`src/rtl/decode_stage1_pkg.sv`:
```
// Shared definitions for the stage-1 decoder: BPF opcode fields, PC select codes, FSM states.
package decode_stage1_pkg;

  localparam logic [2:0] ClsLd   = 3'h0;
  localparam logic [2:0] ClsLdx  = 3'h1;
  localparam logic [2:0] ClsSt   = 3'h2;
  localparam logic [2:0] ClsStx  = 3'h3;
  localparam logic [2:0] ClsAlu  = 3'h4;
  localparam logic [2:0] ClsJmp  = 3'h5;
  localparam logic [2:0] ClsRet  = 3'h6;
  localparam logic [2:0] ClsMisc = 3'h7;

  localparam logic [2:0] ModeImm = 3'h0;
  localparam logic [2:0] ModeAbs = 3'h1;
  localparam logic [2:0] ModeInd = 3'h2;
  localparam logic [2:0] ModeMem = 3'h3;
  localparam logic [2:0] ModeLen = 3'h4;
  localparam logic [2:0] ModeMsh = 3'h5;

  localparam logic [3:0] JmpOpJa = 4'h0;

  localparam logic [1:0] PcSelPlus1 = 2'b00;
  localparam logic [1:0] PcSelPlusK = 2'b01;

  typedef enum logic [0:0] {StIdle, StWait} state_e;

  function automatic logic [2:0] opc_class(input logic [7:0] opc);
    return opc[2:0];
  endfunction

  function automatic logic [2:0] opc_mode(input logic [7:0] opc);
    return opc[7:5];
  endfunction

endpackage

```
`src/rtl/decode_stage1_wait_ctr.sv`:
```
// Loadable down-counter timing the memory read latency while stage 1 sits in WAIT.
module stage1_wait_ctr #(
  parameter int unsigned CtrW = 4
) (
  input  logic            clk_i,
  input  logic            rst_i,
  input  logic            clr_i,
  input  logic            load_i,
  input  logic [CtrW-1:0] value_i,
  output logic            done_o
);

  logic [CtrW-1:0] cnt_q, cnt_d;

  always_comb begin
    cnt_d = cnt_q;
    if (clr_i) begin
      cnt_d = '0;
    end else if (load_i) begin
      cnt_d = value_i;
    end else if (cnt_q != '0) begin
      cnt_d = cnt_q - CtrW'(1);
    end
  end

  always_ff @(posedge clk_i or posedge rst_i) begin
    if (rst_i) begin
      cnt_q <= '0;
    end else begin
      cnt_q <= cnt_d;
    end
  end

  assign done_o = (cnt_q == CtrW'(1));

endmodule

```
`src/rtl/decode_stage1.sv`:
```
// Stage-1 controller: issues packet/scratch reads, resolves JA, and hands a valid bit to stage 2.
module decode_stage1
  import decode_stage1_pkg::*;
#(
  parameter int unsigned PackmemRdLat = 2,
  parameter int unsigned ScratchRdLat = 1,
  parameter int unsigned CtrW         = 4
) (
  input  logic       clk_i,
  input  logic       rst_i,
  input  logic       stage0_valid_i,
  input  logic [7:0] opcode_i,
  input  logic       stage2_stalled_i,
  input  logic       stage2_pc_en_i,
  output logic       stage1_stalled_o,
  output logic       stage1_pc_en_o,
  output logic [1:0] pc_sel_o,
  output logic       packmem_rd_en_o,
  output logic       scratch_rd_en_o,
  output logic       valid_o
);

  state_e state_q, state_d;
  logic   valid_q, valid_d;
  logic   stalled, accept, is_ld, is_pack, is_scratch, is_ja;
  logic   ctr_load, ctr_done;
  logic [CtrW-1:0] ctr_value;
  logic   unused_src;

  assign unused_src = opcode_i[3];

  assign is_ld      = (opc_class(opcode_i) == ClsLd) || (opc_class(opcode_i) == ClsLdx);
  assign is_pack    = is_ld && ((opc_mode(opcode_i) == ModeAbs) ||
                                (opc_mode(opcode_i) == ModeInd) ||
                                (opc_mode(opcode_i) == ModeMsh));
  assign is_scratch = is_ld && (opc_mode(opcode_i) == ModeMem);
  assign is_ja      = (opc_class(opcode_i) == ClsJmp) && (opcode_i[7:4] == JmpOpJa);

  assign stalled = (state_q == StWait) || (valid_q && stage2_stalled_i);
  assign accept  = !rst_i && stage0_valid_i && !stalled && !stage2_pc_en_i;

  assign stage1_stalled_o = !rst_i && stalled;
  assign packmem_rd_en_o  = accept && (state_q == StIdle) && is_pack;
  assign scratch_rd_en_o  = accept && (state_q == StIdle) && is_scratch;
  assign stage1_pc_en_o   = accept && (state_q == StIdle) && is_ja;
  assign pc_sel_o         = stage1_pc_en_o ? PcSelPlusK : PcSelPlus1;
  assign valid_o          = valid_q;

  always_comb begin
    state_d   = state_q;
    valid_d   = valid_q && stage2_stalled_i;
    ctr_load  = 1'b0;
    ctr_value = '0;
    if (stage2_pc_en_i) begin
      // Squash wins over the hold; any in-flight read data is dropped.
      state_d = StIdle;
      valid_d = 1'b0;
    end else if (state_q == StWait) begin
      if (ctr_done) begin
        state_d = StIdle;
        valid_d = 1'b1;
      end
    end else if (accept) begin
      if (is_pack) begin
        if (PackmemRdLat == 1) begin
          valid_d = 1'b1;
        end else begin
          state_d   = StWait;
          valid_d   = 1'b0;
          ctr_load  = 1'b1;
          ctr_value = CtrW'(PackmemRdLat - 1);
        end
      end else if (is_scratch) begin
        if (ScratchRdLat == 1) begin
          valid_d = 1'b1;
        end else begin
          state_d   = StWait;
          valid_d   = 1'b0;
          ctr_load  = 1'b1;
          ctr_value = CtrW'(ScratchRdLat - 1);
        end
      end else begin
        valid_d = !is_ja;
      end
    end
  end

  always_ff @(posedge clk_i or posedge rst_i) begin
    if (rst_i) begin
      state_q <= StIdle;
      valid_q <= 1'b0;
    end else begin
      state_q <= state_d;
      valid_q <= valid_d;
    end
  end

  stage1_wait_ctr #(
    .CtrW(CtrW)
  ) u_wait_ctr (
    .clk_i   (clk_i),
    .rst_i   (rst_i),
    .clr_i   (stage2_pc_en_i),
    .load_i  (ctr_load),
    .value_i (ctr_value),
    .done_o  (ctr_done)
  );

endmodule
```
`config.mk`:
```
export PLATFORM = sky130hd
export DESIGN_NAME = decode_stage1
export DESIGN_NICKNAME = d
export VERILOG_FILES = /design/src/rtl/decode_stage1_pkg.sv /design/src/rtl/decode_stage1_wait_ctr.sv /design/src/rtl/decode_stage1.sv
export SDC_FILE = /design/constraint.sdc
export NUM_CORES = 1
export LEC_CHECK = 0
export CAP_MARGIN = 10
export CORE_AREA = 5 5 42 44
export CTS_BUF_LIST = sky130_fd_sc_hd__clkbuf_16
export CTS_CLUSTER_DIAMETER = 150
export CTS_CLUSTER_SIZE = 10
export DETAILED_ROUTE_END_ITERATION = 12
export DIE_AREA = 0 0 47 49
export MAX_ROUTING_LAYER = met4
export PLACE_DENSITY = 0.62
export SLEW_MARGIN = 30
export SYNTH_ARGS = -nofsm -noshare
export SYNTH_HDL_FRONTEND = slang
export SYNTH_SLANG_ARGS = --single-unit
```
`constraint.sdc`:
```
create_clock -name clk_i -period 2.5 [get_ports clk_i]
set_clock_uncertainty 0.05 [all_clocks]
set_input_delay 0.5 -clock clk_i [delete_from_list [all_inputs] [get_ports clk_i]]
set_output_delay 0.5 -clock clk_i [all_outputs]
set_load 0.1 [all_outputs]
```
==> impl_results.md, run 1 <==
- IO Pins: 20
- Avg Cell Area, Syn: approximately 9.3 um^2
- Setup tns final: 0 ns
- Fmax: 0.404 GHz
- #FFs+latches synth: 6
- Status: finished, final reports clean
- Syn Std Cell Area: 437 um^2
- Worst-path maximum fanout: 2
- WL final: 1.27 mm
- GRT overflow: 0
- Routed length on met1: between 400 and 500 um
- Max_cap viols: 0
- Die X: around 47 um
- Tcrit/Tclk final: 98.9%
- Initial antenna violation count: 0
- 1st-iter DRT viols: 6
- Pre-CTS setup slack: -0.236 ns
- Avg WL per Cell: ~13 um
- EDFF count, synth: 0
- Crit-path leading delay family: simple AND/OR/NAND/NOR gates
- Global-route wire length before repair: 2.08 mm
- Vias per inst: roughly 5.0
- Hold WC Path Type: in -> async
- Synth top area cells: dfrtp_1, ha_1, nor3_1, or3b_1, a21oi_1
- H-tree levels: 1
- Clock Pin Slew Worst Setup and Hold Paths: ~0.040 ns
- Synth Flop Type: dfrtp_1
- WP depth: 4
- Unrepaired setup endpoints after global routing: true
- Syn_nets: between 60 and 70
- Kind of critical path: in -> out
- Filler Cells Inserted: 125
- Worst EP arrival: 1.92 ns
- CP required: around 2.0 ns
- Inserted Diodes: 0
- Register area: 154 um^2
- Tmin final: 2.47 ns
- Setup slack after layout: 0.0267 ns
- Startpoint types: input pin
- DRC Markers: 0
- Slowest-stage cell, CP: or4_4
- Met3 WL: 122 um
- Via count: approximately 470
- TritonCTS clock tree: yes
- P_sw: around 180 uW
- Final setup violating endpoints: 0
- Synth top cells by count: dfrtp_1, inv_1, nor3_1, a21oi_1, nor2_1
- Seq/Total Area, Yosys: roughly 34%
- Combinational cell fraction of total power: a little under a third
- Share of cells above drive strength 1: 39.7%
- Worst reg-to-reg path cell count: 8
- Flop2flop setup slack: 0.57 ns
- CP cell instances: clkdlybuf4s50_1, or4_4, nor3_4, buf_12
- Clk network pwr share: a little over two fifths
- Number of cell rows: 14
- Number of global-route vias before repair: about 500
- Post-synthesis cell count: 47
- Cell area power density: just over 700 nW/um^2
- Later-pin clock latency in the skew report: ~0.23 ns
- Die H: between 40 and 50 um
- Synth unique cells: 26
- Peak VDD IR: 0.000562 V
- Switching share of power: a little under a third
- Routed Antenna Nets: 0
- CP max stage delay: approximately 0.5 ns
- Crit path capture type: output pin
- Area after DPL: between 700 and 800 um^2
- Clk buf depth: 2
- GRT Total Usage: approximately an eighth
- Largest area contributor in the netlist: dfrtp_1
- Worst Path Buf+Inv: 2
- Top sig layer: met4
- Post-DP HPWL: just under 1 mm
- Die ar.: 2300 um^2
- Core Region: ~1400 um^2
- Count leader, synth: dfrtp_1
- Synthesis Warnings: 0
- Hold_buf cts: 0
- Final Max Slew Viols: 0
- Hold Fails Final Rpt: 0
- Post-layout util: between 60% and 70%
- Largest net degree at the start of global routing: 7
- P_leak: slightly below 0.0004 uW
- Met2 WL: about 640 um
- Clock sinks: 6
- Layout Nets: 94
- Initial Utilization: a little under a third
- Final instance area: ~860 um^2
- Num CTS Buffers: 3
- Synth top area share: between 30% and 40%
- Sequential share of power: between 20% and 30%
- Synthesis-to-finish area growth: 96.0%
- IO buf count: 17
- Multi-input combinational cell area: between 200 and 300 um^2
- Synth async-reset ratio: between 90% and 100%
- Clock root buffer: clkbuf_16
- Internal power: approximately 430 uW
- Pre-Repair DR Iteration Count: 4
- Gp weighted congestion: 0.769
sequential cells by signal, summed over array words and instances (netlist names):
signal and cells:
state_q 1, valid_o 1, u_wait_ctr.cnt_q 4
metrics by stage:
step,hold WS [ns],instances,total power (uW)
final,0.420,94,612
after global routing,0.451,94,662
after CTS,0.433,94,620
after detailed placement,0.531,86,349
after global placement,0.526,86,342
after floorplan,0.241,47,290
final timing paths:
check	startpoint	end
hold / removal	rst_i	u_wait_ctr.cnt_q[1]
max in group asynchronous	rst_i	valid_o
hold reg to reg	state_q	state_q
setup reg to reg	valid_o	u_wait_ctr.cnt_q[1]
min in group clk_i	state_q	state_q
setup / recovery	opcode_i[4]	stage1_pc_en_o
layout make-up:
cell class | count | area share, %
clock inverter | 1 | 0.439
timing repair buffer | 29 | 34.9
sequential | 6 | 18.0
clock buffer | 3 | 8.77
multi-input combinational | 34 | 33.3
tap | 16 | 2.34
inverter | 5 | 2.19
placed cells by master, fill, tap and decap left out, drive strengths merged, types with 2 or more instances in the layout:
master         instances
dfrtp                  6
clkbuf                 4
inv                    6
ha                     2
nor3                   4
clkdlybuf4s50          3
dlygate4sd2            6
a21oi                  3
or3b                   3
nand3b                 2
buf                   18
nand2                  2
or4                    2
a2111oi                2
nor2                   3
worst reg2reg max path, stage by stage (launching register included):
cell	delay, ns
dfrtp_4	0.46
a211o_1	0.27
buf_4	0.13
buf_4	0.13
a2111o_1	0.37
inv_2	0.09
buf_4	0.10
buf_4	0.12
a2111oi_0	0.07
per-layer routing:
metal  vias up  global-route usage [%]
met1       220                    12.9
met2        18                    21.3
met4         0                    5.53
li1        234                       -
met5         -                       -
met3         2                    4.80
power by group through the flow:
stage	Sequential (uW)	Clock [uW]	Combinational, uW
after floorplan	152	0	138
after global placement	153	0	189
after detailed placement	153	0	196
after CTS	153	269	198
after global routing	158	282	222
final	154	263	195
kinds of logic after synthesis:
| kind of cell | count (synthesis) | share of synthesized area [%] |
|---|---|---|
| adders and majority gates | 2 | 5.73 |
| buffers and inverters | 7 | 7.73 |
| and+or+nand+nor | 18 | 25.2 |
| AOI/OAI and AO/OA | 10 | 19.2 |
| other | 1 | 0.859 |
| DFF | 6 | 34.4 |
| xor gates and xnor gates | 1 | 2.01 |
| muxes | 2 | 4.87 |
repair_timing:
action,CTS,global route
endpoints found under the setup margin,3,3
buffers inserted,4,0
resized for setup,10,2
pin swaps,5,3
Note: power is estimated with default switching activity, not from simulation.
==> run 2: changes to the inputs <==
Settings changed: PLACE_DENSITY 0.62 to 0.68, SKIP_LAST_GASP set to 1, SYNTH_HIERARCHICAL set to 1.
==> impl_results.md, run 2 <==
- Syn Std Cell Area: 510 um^2 (was 437 um^2)
- Unrepaired setup endpoints after global routing: false (was true)
- Final setup violating endpoints: 0 (unchanged)
- Tcrit/Tclk final: 95.0% (was 98.9%)
- Clock sinks: 6 (unchanged)
- Mux cell area share after synthesis: 2.21% (was 4.87%)
- Avg WL per Cell: 13.0 um (was 13.5 um)
- Biggest register: u_wait_ctr/cnt_q (was u_wait_ctr.cnt_q)
- Synthesis Warnings: 6 (was 0)
- Kind of critical path: in -> out (unchanged)
- Max_cap viols: 0 (unchanged)
- P_sw: 196 uW (was 185 uW)
- Combinational cell fraction of total power: 37.0% (was 31.9%)
- Vias per inst: 4.81 (was 5.04)
- Die X: 47 um (unchanged)
- Largest net degree at the start of global routing: 8 (was 7)
- Via count: 510 (was 474)
- Clk network pwr share: 40.7% (was 43.0%)
- Initial antenna violation count: 0 (unchanged)
- Most common cell after layout, fill and taps aside: buf_4 (unchanged)
- DRC Markers: 0 (unchanged)
- Core Region: 1400 um^2 (unchanged)
- H-tree levels: 1 (unchanged)
- Fmax: 0.421 GHz (was 0.404 GHz)
- Placed Cells: 99 (was 86)
- Global-route wire length before repair: 2.15 mm (was 2.08 mm)
- Die ar.: 2300 um^2 (unchanged)
- Post-synthesis adder-cell area fraction: 4.90% (was 5.73%)
- 1st-iter DRT viols: 7 (was 6)
- Gp weighted congestion: 0.804 (was 0.769)
- Clk buf depth: 2 (unchanged)
- Later-pin clock latency in the skew report: 0.23 ns (about the same)
- Post-DP HPWL: 937 um (was 974 um)
- Largest family of logic cells by synthesized area: simple AND/OR/NAND/NOR gates (unchanged)
- Filler Cells Inserted: 115 (was 125)
- Worst EP arrival: 1.83 ns (was 1.92 ns)
- Synth Area in Compound Gates: 15.9% (was 19.2%)
- Cell area power density: 695 nW/um^2 (was 715 nW/um^2)
- Share of cells above drive strength 1: 37.8% (was 39.7%)
- Final Max Slew Viols: 0 (unchanged)
- CP max stage delay: 0.35 ns (was 0.50 ns)
- Synth async-reset ratio: 100% (unchanged)
- Tmin final: 2.38 ns (was 2.47 ns)
- Synth top cells by count: dfrtp_1, inv_1, nor2_1, nor2b_1, nor3_1 (was dfrtp_1, inv_1, nor3_1, a21oi_1, nor2_1)
- Synth Area in Simple Gates: 36.8% (was 25.2%)
- WL final: 1.38 mm (was 1.27 mm)
- Synth top area share: 29.4% (was 34.4%)
- Clock Pin Slew Worst Setup and Hold Paths: 0.04 ns (about the same)
- EDFF count, synth: 0 (unchanged)
- XOR/XNOR Fraction of Synth Area: 3.43% (was 2.01%)
- Startpoint types: input pin (unchanged)
- Hold Fails Final Rpt: 0 (unchanged)
- Non-Filler Instances: 106 (was 94)
- IO Pins: 20 (unchanged)
- CP required: 1.95 ns (about the same)
- Number of global-route vias before repair: 508 (was 502)
- Setup tns final: 0 ns (unchanged)
- Initial Utilization: 36.4% (was 31.2%)
- Synth Flop Type: dfrtp_1 (unchanged)
- Worst-path maximum fanout: 2 (unchanged)
- Routed Antenna Nets: 0 (unchanged)
- Crit path capture type: output pin (unchanged)
- GRT Total Usage: 13.5% (was 12.8%)
- TritonCTS clock tree: yes (unchanged)
- #FFs+latches synth: 6 (unchanged)
- Inserted Diodes: 0 (unchanged)
- Synth top area cells: dfrtp_1, ha_1, nor2b_1, or3b_4, nor4_4 (was dfrtp_1, ha_1, nor3_1, or3b_1, a21oi_1)
- Number of cell rows: 14 (unchanged)
- Hold_buf cts: 0 (unchanged)
- Layout Nets: 106 (was 94)
- Pre-Repair DR Iteration Count: 4 (unchanged)
- P_leak: 0.000471 uW (was 0.000395 uW)
- Num CTS Buffers: 3 (unchanged)
- Switching share of power: 30.1% (was 30.2%)
- Largest area contributor in the netlist: dfrtp_1 (unchanged)
- CP cell instances: dlygate4sd2_1, a211o_4, nand4b_1, buf_4, nor2_4, buf_12 (was clkdlybuf4s50_1, or4_4, nor3_4, buf_12)
- IO buf count: 17 (unchanged)
- Die H: 49 um (unchanged)
- Synth unique cells: 30 (was 26)
- Status: finished, final reports clean (unchanged)
- Max FFs per register: 4 (unchanged)
- Peak VDD IR: 0.000468 V (was 0.000562 V)
- GRT overflow: 0 (unchanged)
- Sequential share of power: 22.4% (was 25.1%)
- Slowest-stage cell, CP: a211o_4 (was or4_4)
- Count leader, synth: dfrtp_1 (unchanged)
- Avg Cell Area, Syn: 9.28 um^2 (was 9.29 um^2)
- Hold WC Path Type: in -> async (unchanged)
- Clock root buffer: clkbuf_16 (unchanged)
- Commonest non-fill, non-tap cells in the layout: buf_4, dlygate4sd2_1, inv_1, buf_12, dfrtp_1 (unchanged)
- Post-synthesis cell count: 55 (was 47)
- Internal power: 455 uW (was 428 uW)
- Synthesis-to-finish area growth: 83.6% (was 96.0%)
- Seq/Total Area, Yosys: 29.4% (was 34.4%)
[run 2: changes by cell type after synthesis, moves of 2 or more]
cell | previous run | this run
nor2b_1 | 0 | 4
or4_1 | 2 | 0
nand3b_1 | 2 | 0
or3b_1 | 2 | 0
nor2_1 | 3 | 5
[run 2: final cells by class]
| type | instances | area [um^2] | share of cell area (%) |
|---|---|---|---|
| multi-input combinational | 45 | 357 | 38.1 |
| tap | 16 | 20.0 | 2.14 |
| sequential | 6 | 151 | 16.2 |
| clock inverter | 1 | 3.75 | 0.401 |
| clock buffer | 3 | 75.1 | 8.01 |
| timing repair buffer | 30 | 312 | 33.2 |
| inverter | 5 | 18.8 | 2.00 |
[run 2: timing repair]
action / 4_1_cts / 5_1_grt
setup endpoints to repair: 4 / 1
gates resized for setup: 9 / 2
pin swaps: 6 / 2
setup buffers: 1 / 2
[run 2: routing by layer]
metal / vias to the layer above / global-route usage (%) / share of wire [%]
met5: - / - / 0
met4: 0 / 8.29 / 1.6
met3: 3 / 2.58 / 4.3
met2: 16 / 19.2 / 50
met1: 230 / 16.9 / 44
li1: 261 / - / -
[run 2: worst paths after layout]
check                                       to              from  slack (ns)  depth (start not counted)
max                            packmem_rd_en_o  stage2_stalled_i        0.12                          6
min                        u_wait_ctr/cnt_q[2]             rst_i        0.39                          3
max reg2reg                u_wait_ctr/cnt_q[2]           valid_o        0.54                          7
min reg2reg                            valid_o           state_q        0.65                          2
max in group asynchronous              valid_o             rst_i        1.83                          4
min in group clk_i                     valid_o           state_q        0.65                          2
[run 2: worst max-delay path: cells and delay by family]
| family | cells | cell delay (ns) |
|---|---|---|
| AOI/OAI and AO/OA | 1 | 0.35 |
| and+or+nand+nor | 2 | 0.35 |
| buffers and inverters | 3 | 0.61 |
[run 2: power groups by stage]
stage | clock network, uW | logic (uW) | registers, uW
floorplan | 0 | 174 | 143
global placement | 0 | 232 | 142
detailed placement | 0 | 231 | 143
CTS | 266 | 238 | 143
global route | 276 | 267 | 146
finish | 265 | 241 | 146
[run 2: through the flow]
stage	hold WS (ns)	total power, uW	cell area [um^2]	util (%)	setup WS [ns]
CTS	0.393	647	917	65.4	0.0116
finish	0.393	651	937	66.9	0.124
floorplan	0.199	317	542	-	-0.609
global placement	0.642	374	836	59.6	-0.170
global route	0.414	689	937	66.9	0.0695
detailed placement	0.643	374	836	59.6	-0.184
[run 2: cell families after synthesis]
kind of cell / after synthesis
mux: 1
buf+inv: 7
fa+ha+maj: 2
simple gates: 27
flops: 6
compound gates: 9
other cells: 1
xor+xnor: 2
==> run 3: changes to the inputs <==
Settings changed: CELL_PAD_IN_SITES_DETAIL_PLACEMENT set to 0, CELL_PAD_IN_SITES_GLOBAL_PLACEMENT set to 1, CORE_AREA 5 5 42 44 to not set, CORE_MARGIN set to 5, CORE_UTILIZATION set to 32, DIE_AREA 0 0 47 49 to not set, PLACE_DENSITY 0.68 to 0.76.
==> impl_results.md, run 3 (synthesis gave the netlist of run 2 again) <==
- Later-pin clock latency in the skew report: 0.23 ns (about the same)
- TritonCTS clock tree: yes (unchanged)
- Post-layout util: 62.2% (was 66.9%)
- Crit path capture type: output pin (unchanged)
- Worst reg-to-reg path cell count: 5 (was 7)
- Max FFs per register: 4 (unchanged)
- Initial Utilization: 33.9% (was 36.4%)
- FF-to-FF Start: valid_o (unchanged)
- Die ar.: 2490 um^2 (was 2300 um^2)
- Die H: 49.9 um (was 49 um)
- Post-DP HPWL: 955 um (was 937 um)
- IO buf count: 17 (unchanged)
- Kind of critical path: in -> out (unchanged)
- Hold WC Path Type: in -> async (unchanged)
- Cell area power density: 687 nW/um^2 (was 695 nW/um^2)
- Inserted Diodes: 0 (unchanged)
- Global-route wire length before repair: 1.99 mm (was 2.15 mm)
- Final instance area: 937 um^2 (unchanged)
- Final Max Slew Viols: 0 (unchanged)
- Commonest non-fill, non-tap cells in the layout: buf_4, dlymetal6s2s_1, inv_1, buf_12, dfrtp_1 (was buf_4, dlygate4sd2_1, inv_1, buf_12, dfrtp_1)
- Biggest register: u_wait_ctr/cnt_q (unchanged)
- Largest net degree at the start of global routing: 7 (was 8)
- Max_cap viols: 0 (unchanged)
- Hold Worst Slack: 0.269 ns (was 0.393 ns)
- FF-to-FF End: u_wait_ctr/cnt_q[3] (was u_wait_ctr/cnt_q[2])
- Initial antenna violation count: 0 (unchanged)
- GRT Total Usage: 10.6% (was 13.5%)
- Clock Pin Slew Worst Setup and Hold Paths: 0.04 ns (about the same)
- Hold Fails Final Rpt: 0 (unchanged)
- H-tree levels: 1 (unchanged)
- Pre-Repair DR Iteration Count: 4 (unchanged)
- Num CTS Buffers: 3 (unchanged)
- Filler Cells Inserted: 128 (was 115)
- P_leak: 0.000494 uW (was 0.000471 uW)
- Flop2flop setup slack: 0.64 ns (was 0.54 ns)
- Clk buf depth: 2 (unchanged)
- Tcrit/Tclk final: 97.5% (was 95.0%)
- Clock sinks: 6 (unchanged)
- Vias per inst: 4.66 (was 4.81)
- Multi-input combinational cell area: 353 um^2 (was 357 um^2)
- DRC Markers: 0 (unchanged)
- Gp weighted congestion: 0.789 (was 0.804)
- Most common cell after layout, fill and taps aside: buf_4 (unchanged)
- Synthesis-to-finish area growth: 83.6% (unchanged)
- Setup slack after layout: 0.0616 ns (was 0.124 ns)
- Number of cell rows: 14 (unchanged)
- IO Pins: 20 (unchanged)
- Fmax: 0.410 GHz (was 0.421 GHz)
- Unrepaired setup endpoints after global routing: false (unchanged)
- Final setup violating endpoints: 0 (unchanged)
- Via count: 485 (was 510)
- 1st-iter DRT viols: 4 (was 7)
- Clock root buffer: clkbuf_16 (unchanged)
- CP required: 1.95 ns (about the same)
- Register area: 151 um^2 (unchanged)
- Pre-CTS setup slack: -0.162 ns (was -0.184 ns)
- Routed Antenna Nets: 0 (unchanged)
- Worst EP arrival: 1.89 ns (was 1.83 ns)
- Share of cells above drive strength 1: 35.2% (was 37.8%)
- WL final: 1.19 mm (was 1.38 mm)
- GRT overflow: 0 (unchanged)
- Status: finished, final reports clean (unchanged)
- Layout Nets: 104 (was 106)
- Tmin final: 2.44 ns (was 2.38 ns)
- Avg WL per Cell: 11.5 um (was 13.0 um)
- Number of global-route vias before repair: 490 (was 508)
- Peak VDD IR: 0.000317 V (was 0.000468 V)
- Area after DPL: 828 um^2 (was 836 um^2)
- Startpoint types: input pin (unchanged)
- Die X: 49.9 um (was 47 um)
- Worst-path maximum fanout: 3 (was 2)
- Core Region: 1510 um^2 (was 1400 um^2)
## run 3: critical path, stage by stage
cell and delay [ns]:
dlygate4sd2_1 0.25, a211o_4 0.34, nand4b_1 0.30, nor3_2 0.29
buf_12 0.21
## run 3: worst max-delay path by stage
| stage | from | endpoint | slack (ns) | depth (start not counted) |
|---|---|---|---|---|
| floorplan | opcode_i[6] | pc_sel_o[0] | -0.61 | 3 |
| global placement | opcode_i[6] | stage1_pc_en_o | -0.15 | 5 |
| detailed placement | opcode_i[6] | pc_sel_o[0] | -0.16 | 5 |
| CTS | opcode_i[5] | pc_sel_o[0] | 0.001 | 5 |
| global route | stage2_stalled_i | scratch_rd_en_o | 0.005 | 5 |
| finish | stage2_stalled_i | scratch_rd_en_o | 0.06 | 5 |
## run 3: final cells by class
cell class / instances / area share, %
Multi-Input combinational cell: 45 / 37.7
Timing Repair Buffer: 28 / 33.6
Sequential cell: 6 / 16.2
Clock buffer: 3 / 8.01
Tap cell: 16 / 2.14
Inverter: 5 / 2.00
Clock inverter: 1 / 0.401
## run 3: metrics by stage
step / power [uW] / instances / TNS (ns)
floorplan: 317 / 58 / -1.72
detailed placement: 375 / 98 / -0.512
global placement: 373 / 98 / -0.479
CTS: 649 / 104 / 0
global route: 683 / 104 / 0
finish: 643 / 104 / 0
## run 3: what timing repair did
item	CTS	global route
endpoints found under the setup margin	4	4
pin swaps	4	4
gates resized for setup	2	7
hold buffers	0	0
setup buffers	2	0
## run 3: per-layer routing
metal / GRT usage (%) / part of all wire, % / wire (um)
met1: 12.5 / 46 / 542
met4: 2.62 / 0.42 / 5
met3: 4.22 / 5.1 / 61
met2: 16.7 / 49 / 581
met5: - / 0 / 0
## run 3: report_power, final
part / internal, uW / switching [uW] / total (uW)
combinational: 129 / 111 / 240
sequential: 120 / 21.6 / 142
clock: 207 / 54.5 / 262
